`config.mk`:
```
export PLATFORM = sky130hd
export DESIGN_NAME = scroll_rate_gen
export DESIGN_NICKNAME = d
export VERILOG_FILES = /design/src/rtl/scroll_rate_pkg.sv /design/src/rtl/rate_lut.sv /design/src/rtl/scroll_rate_gen.sv
export SDC_FILE = /design/constraint.sdc
export NUM_CORES = 1
export LEC_CHECK = 0
export ABC_AREA = 1
export BUFFER_PORTS_ARGS = -buffer_cell sky130_fd_sc_hd__buf_2
export CAP_MARGIN = 30
export CORE_UTILIZATION = 61
export DETAILED_ROUTE_END_ITERATION = 16
export PLACE_DENSITY = 0.86
export SLEW_MARGIN = 30
export SYNTH_ARGS = -nofsm -noshare
export SYNTH_HDL_FRONTEND = slang
export SYNTH_HIERARCHICAL = 1
export SYNTH_SLANG_ARGS = --single-unit
```
`constraint.sdc`:
```
create_clock -name clk_in -period 1.8 [get_ports clk_in]
set_input_delay 0.09 -clock clk_in [delete_from_list [all_inputs] [get_ports clk_in]]
set_output_delay 0.09 -clock clk_in [all_outputs]
set_load 0.1 [all_outputs]
```
`src/rtl/scroll_rate_pkg.sv`:
```
// Shared definitions for the scroller timebase: rate-table limits, the
// rate index type and the elaboration-time half-period calculator.
package scroll_rate_pkg;

  localparam int MAX_RATES  = 8;
  localparam int RATE_IDX_W = $clog2(MAX_RATES);

  typedef logic [RATE_IDX_W-1:0] rate_idx_t;

  // Half-period length of rate k in input-clock cycles:
  // f_input / (2 * f_slow * ratio^k), truncated. Returns 0 when the
  // divisor collapses to 0 so callers can flag the rate as unusable.
  function automatic longint unsigned half_count(input longint unsigned f_input,
                                                 input longint unsigned f_slow,
                                                 input longint unsigned ratio,
                                                 input int              k);
    longint unsigned div;
    div = 64'd2 * f_slow;
    for (int i = 0; i < k; i++) begin
      div = div * ratio;
    end
    if (div == 64'd0) begin
      return 64'd0;
    end
    return f_input / div;
  endfunction

endpackage

```
`src/rtl/rate_lut.sv`:
```
// Combinational ROM of terminal counts (H_k - 1) for every selectable
// scroll rate, built at elaboration. Entries past NUM_RATES read as 0.
module rate_lut
  import scroll_rate_pkg::*;
#(
  parameter int F_INPUT   = 50_000_000,
  parameter int F_SLOW    = 1,
  parameter int RATIO     = 2,
  parameter int NUM_RATES = 4,
  parameter int CNT_W     = 25
) (
  input  rate_idx_t        idx_i,
  output logic [CNT_W-1:0] last_o
);

  logic [CNT_W-1:0] rom [MAX_RATES];

  for (genvar k = 0; k < MAX_RATES; k++) begin : g_rom
    localparam longint unsigned HK = half_count(F_INPUT, F_SLOW, RATIO, k);
    if (k < NUM_RATES) begin : g_used
      if (HK < 1) begin : g_bad
        $error("rate_lut: half-period of rate %0d is below one cycle", k);
      end
      assign rom[k] = CNT_W'(HK - 64'd1);
    end else begin : g_unused
      assign rom[k] = '0;
    end
  end

  // Pure table read; the index is always within the ROM depth.
  assign last_o = rom[idx_i];

endmodule

```
`src/rtl/scroll_rate_gen.sv`:
```
// Multi-rate scroll timebase: divides clk_in into one of NUM_RATES
// geometric rates, producing a 50% square wave (clk_out) and a one-cycle
// enable (tick) on every rising edge of that wave. Rate changes land only
// on half-period wraps so no half-period is ever truncated.
// Optional build macro SCROLL_RATE_GEN_STEP_EN adds single-step ticks
// while paused; without it the step port is ignored.
module scroll_rate_gen
  import scroll_rate_pkg::*;
#(
  parameter int F_INPUT   = 50_000_000,
  parameter int F_SLOW    = 1,
  parameter int RATIO     = 2,
  parameter int NUM_RATES = 4,
  parameter int SEL_W     = (NUM_RATES > 1) ? $clog2(NUM_RATES) : 1
) (
  input  logic             clk_in,
  input  logic             reset,
  input  logic [SEL_W-1:0] sel,
  input  logic             pause,
  input  logic             restart,
  input  logic             step,
  output logic             clk_out,
  output logic             tick,
  output logic [SEL_W-1:0] active_sel
);

  // Rate 0 is the slowest, so its half-period sizes the counter.
  localparam longint unsigned H0    = half_count(F_INPUT, F_SLOW, RATIO, 0);
  localparam int              CNT_W = (H0 > 1) ? $clog2(H0) : 1;
  localparam logic [SEL_W-1:0] LAST_SEL = SEL_W'(NUM_RATES - 1);

  if (NUM_RATES < 1 || NUM_RATES > MAX_RATES) begin : g_bad_rates
    $error("scroll_rate_gen: NUM_RATES must be 1..%0d", MAX_RATES);
  end

  logic [CNT_W-1:0] cnt_q, cnt_d;
  logic             clk_out_q, clk_out_d;
  logic             tick_q, tick_d;
  logic [SEL_W-1:0] act_q, act_d;
  logic [SEL_W-1:0] sel_clamped;
  logic [CNT_W-1:0] last_cnt;
  logic             wrap;
  logic             step_fire;

  rate_lut #(
    .F_INPUT   (F_INPUT),
    .F_SLOW    (F_SLOW),
    .RATIO     (RATIO),
    .NUM_RATES (NUM_RATES),
    .CNT_W     (CNT_W)
  ) u_rate_lut (
    .idx_i  (rate_idx_t'(act_q)),
    .last_o (last_cnt)
  );

`ifdef SCROLL_RATE_GEN_STEP_EN
  logic step_q;

  // Remember last cycle's step so only its rising edge produces a tick.
  always_ff @(posedge clk_in) begin
    if (!reset) begin
      step_q <= 1'b0;
    end else begin
      step_q <= step;
    end
  end

  assign step_fire = step & ~step_q;
`else
  logic unused_step;

  assign unused_step = step;
  assign step_fire   = 1'b0;
`endif

  // Out-of-range requests fall back to the fastest configured rate.
  always_comb begin
    sel_clamped = sel;
    if (32'(sel) >= 32'(NUM_RATES)) begin
      sel_clamped = LAST_SEL;
    end
  end

  assign wrap = (cnt_q == last_cnt);

  // Next-state: restart beats pause beats counting; sel is only adopted
  // at a wrap or restart, when the counter is back at zero.
  always_comb begin
    cnt_d     = cnt_q;
    clk_out_d = clk_out_q;
    act_d     = act_q;
    tick_d    = 1'b0;
    if (restart) begin
      cnt_d     = '0;
      clk_out_d = 1'b0;
      act_d     = sel_clamped;
    end else if (pause) begin
      tick_d = step_fire;
    end else if (wrap) begin
      cnt_d     = '0;
      clk_out_d = ~clk_out_q;
      act_d     = sel_clamped;
      tick_d    = ~clk_out_q;
    end else begin
      cnt_d = cnt_q + CNT_W'(1);
    end
  end

  // State and registered outputs, cleared by the synchronous reset.
  always_ff @(posedge clk_in) begin
    if (!reset) begin
      cnt_q     <= '0;
      clk_out_q <= 1'b0;
      tick_q    <= 1'b0;
      act_q     <= '0;
    end else begin
      cnt_q     <= cnt_d;
      clk_out_q <= clk_out_d;
      tick_q    <= tick_d;
      act_q     <= act_d;
    end
  end

  assign clk_out    = clk_out_q;
  assign tick       = tick_q;
  assign active_sel = act_q;

endmodule

```
==> run metrics <==
r2r endpoint=cnt_q[8]$_SDFFE_PP0N_; GRT Util Overall=around 28%; final hold viol count=0; layout cells sized above 1=18.80%; met3 WL=a little under 400 um; n_diodes=0; Die Area=3721 um^2; Register Area=588.1 um^2; Clk Latency, worst-skew pair=0.34 ns; drt wl/cell=12.21 um; Max-cap violations=0; WP data arrival=between 2 and 2.5 ns; drt first pass iters=4; CTS buffer count=5; GP Congestion=roughly 0.93; first-pass GRT wire length=7327 um; count of pins over their slew limit=0; # rows=21; critical path class=reg2reg; H-tree levels=2; total number of vias=2086; wire length on met1=2146 um; post-synth top area share=roughly 27%; fin cells=413; required time of the critical path=2.03 ns; RSZ-0062 raised after global routing=true; Starting DRT DRC Count=196; dpl hpwl=3603 um; top post-synthesis cells by area=dfxtp_1 (27%), nand2_1 (19%), inv_1 (11%); Ports=11; Slowest cell on crit path=dfxtp_4; Syn. warnings=6; most numerous cell on the critical path=nand2_1; final-stage net count=375; number of global-route vias before repair=approximately 1700; # DRC=0; fmax=556.7 MHz; final core utilization=70.87%; area grow syn2layout=11.37%; Highest Signal Layer=met4; synthesized cell area=2123 um^2; Fillers=288; max incr delay on CP=about 0.37 ns; sequential share of the synthesized area=27.34%; Setup Viol. Count Final=0; met2 wire len=2378 um; Syn Area/Cell=5.981 um^2; R2R cell count=15; Mapped Cells=about 360; Worst setup endpoint=cnt_q[8]$_SDFFE_PP0N_; Initial Util=63.63%; Leak=roughly 1.1 nW; initial antenna violation count=0; Inst Count DP=400; core footprint=approximately 3300 um^2; clock skew=around 0.0073 ns; DRT antenna net count=0; global route overflow=0; crit path capture type=register; IO buf count=9; clock input transition at the sequential cells of the worst setup and hold paths=0.09 ns; PD cells=548.2 nW/um^2; family with the most delay on the worst path=simple AND/OR/NAND/NOR gates; FF-to-FF Start=active_sel[1]$_SDFFE_PN0P_; Critical Path, Cell by Cell=inv_2, nand2_4, nand2_4, inv_1, nand2_1, nand2_1, inv_1, nand2_1, nor2_1, nand2_1, nor2_2, nand2_2, nand2_4, clkbuf_16, nor2_2; Setup crit start=active_sel[1]$_SDFFE_PN0P_; Hold WC Path Type=in2reg; CTS sink count=29; Multi-input gate area=about 1200 um^2; WP buf/inv=4; peak fanout along the critical path=6; maximum buffer depth of the clock tree=2; largest net degree at the start of global routing=15; Tcrit/Tclk final=99.79%; Vias/cell=5.051; status=complete, no violations; count of cell types in the netlist=24; minimum setup slack among reg-to-reg paths=0.004 ns; cell taking the most area after synthesis=dfxtp_1; VDD IR-drop max=0.3870 mV; Seq cells post-synth=29; Worst path depth=15; Worst Setup Start Kind=register; Root Buffer=clkbuf_4; crit path time final=1.796 ns; Die X=roughly 60 um; Die Y=61 um; CTS tree=yes; final wirelength=between 5000 and 6000 um
## synthesized netlist by cell type (all sizes together)
cell type,instances
nand2,109
inv,67
nor2,67
dfxtp,29
buf,16
xor2,16
nand3,14
nor3,12
o21ai,7
nand4,6
xnor2,6
a21oi,2
conb,2
ha,1
nor4,1
## cell families after synthesis
group                    after synthesis  share of synthesized area (%)
AO/OA/AOI/OAI                          9                          2.121
AND/OR/NAND/NOR                      209                          42.31
buffers and inverters                 83                          18.21
flip-flops                            29                          27.34
adder cells (fa/ha/maj)                1                         0.5892
other                                  2                         0.3537
XOR/XNOR                              22                          9.075
## layer usage
| layer | GRT usage, % | vias to the layer above |
|---|---|---|
| met4 | 11.69 | 0 |
| met5 | 0 | - |
| met1 | 35.96 | 940 |
| met2 | 44.58 | 70 |
| met3 | 6.397 | 14 |
| li1 | - | 1062 |
## stage by stage
step	hold WS, ns	worst slack [ns]	setup TNS (ns)	area, um^2	power, mW
floorplan	0.2010	-0.003281	-0.01095	2147	0.8400
global placement	0.3256	0.09384	0	2177	0.8479
detailed placement	0.3314	0.06303	0	2177	0.8523
CTS	0.03535	0.03841	0	2262	1.272
global route	0.08516	-0.06188	-1.153	2365	1.358
finish	0.05807	0.003694	0	2365	1.296
## worst min-delay path by stage
| stage | from | endpoint | slack [ns] | cells past startpoint |
|---|---|---|---|---|
| floorplan | reset | active_sel[0]$_SDFFE_PN0P_ | 0.20 | 2 |
| global placement | sel[1] | active_sel[1]$_SDFFE_PN0P_ | 0.33 | 3 |
| detailed placement | sel[1] | active_sel[1]$_SDFFE_PN0P_ | 0.33 | 3 |
| CTS | restart | active_sel[1]$_SDFFE_PN0P_ | 0.04 | 4 |
| global route | restart | active_sel[0]$_SDFFE_PN0P_ | 0.09 | 4 |
| finish | restart | active_sel[1]$_SDFFE_PN0P_ | 0.06 | 4 |
## state kept, by name, indices dropped and copies added, names as in the netlist
register,count
clk_out,1
active_sel,2
tick,1
cnt_q,25
## power by group
group / internal (mW) / switching [mW] / total, mW
Combinational: 0.0779 / 0.147 / 0.225
Clock: 0.184 / 0.233 / 0.417
Sequential: 0.646 / 0.00824 / 0.654
## cell type report
| type | instances | share of cell area, % |
|---|---|---|
| Inverter | 67 | 10.74 |
| Clock buffer | 7 | 2.328 |
| Sequential cell | 29 | 24.87 |
| Multi-Input combinational cell | 244 | 52.12 |
| Tap cell | 46 | 2.434 |
| Timing Repair Buffer | 20 | 7.513 |
## timing repair
item,4_1_cts,5_1_grt
setup endpoints to repair,0,29
buffers inserted,0,2
hold endpoints to repair,2,0
resized for setup,0,20
hold buffers,3,0
## cell usage in the layout, fill, tap and decap left out, types with 9 or more instances in the layout
master | synthesis | final
nand2_1 | 106 | 98
inv_1 | 60 | 57
nor2_1 | 55 | 46
dfxtp_1 | 29 | 27
nor2_2 | 11 | 19
xor2_1 | 16 | 16
nand3_1 | 13 | 13
nor3_1 | 11 | 11
inv_2 | 7 | 9
buf_2 | 0 | 9
## tightest hold or removal path, delay by kind of cell
family	cells	cell delay, ns
and+or+nand+nor	3	0.19
buffers and inverters	1	0.09
(Power assumes the default switching activity.)
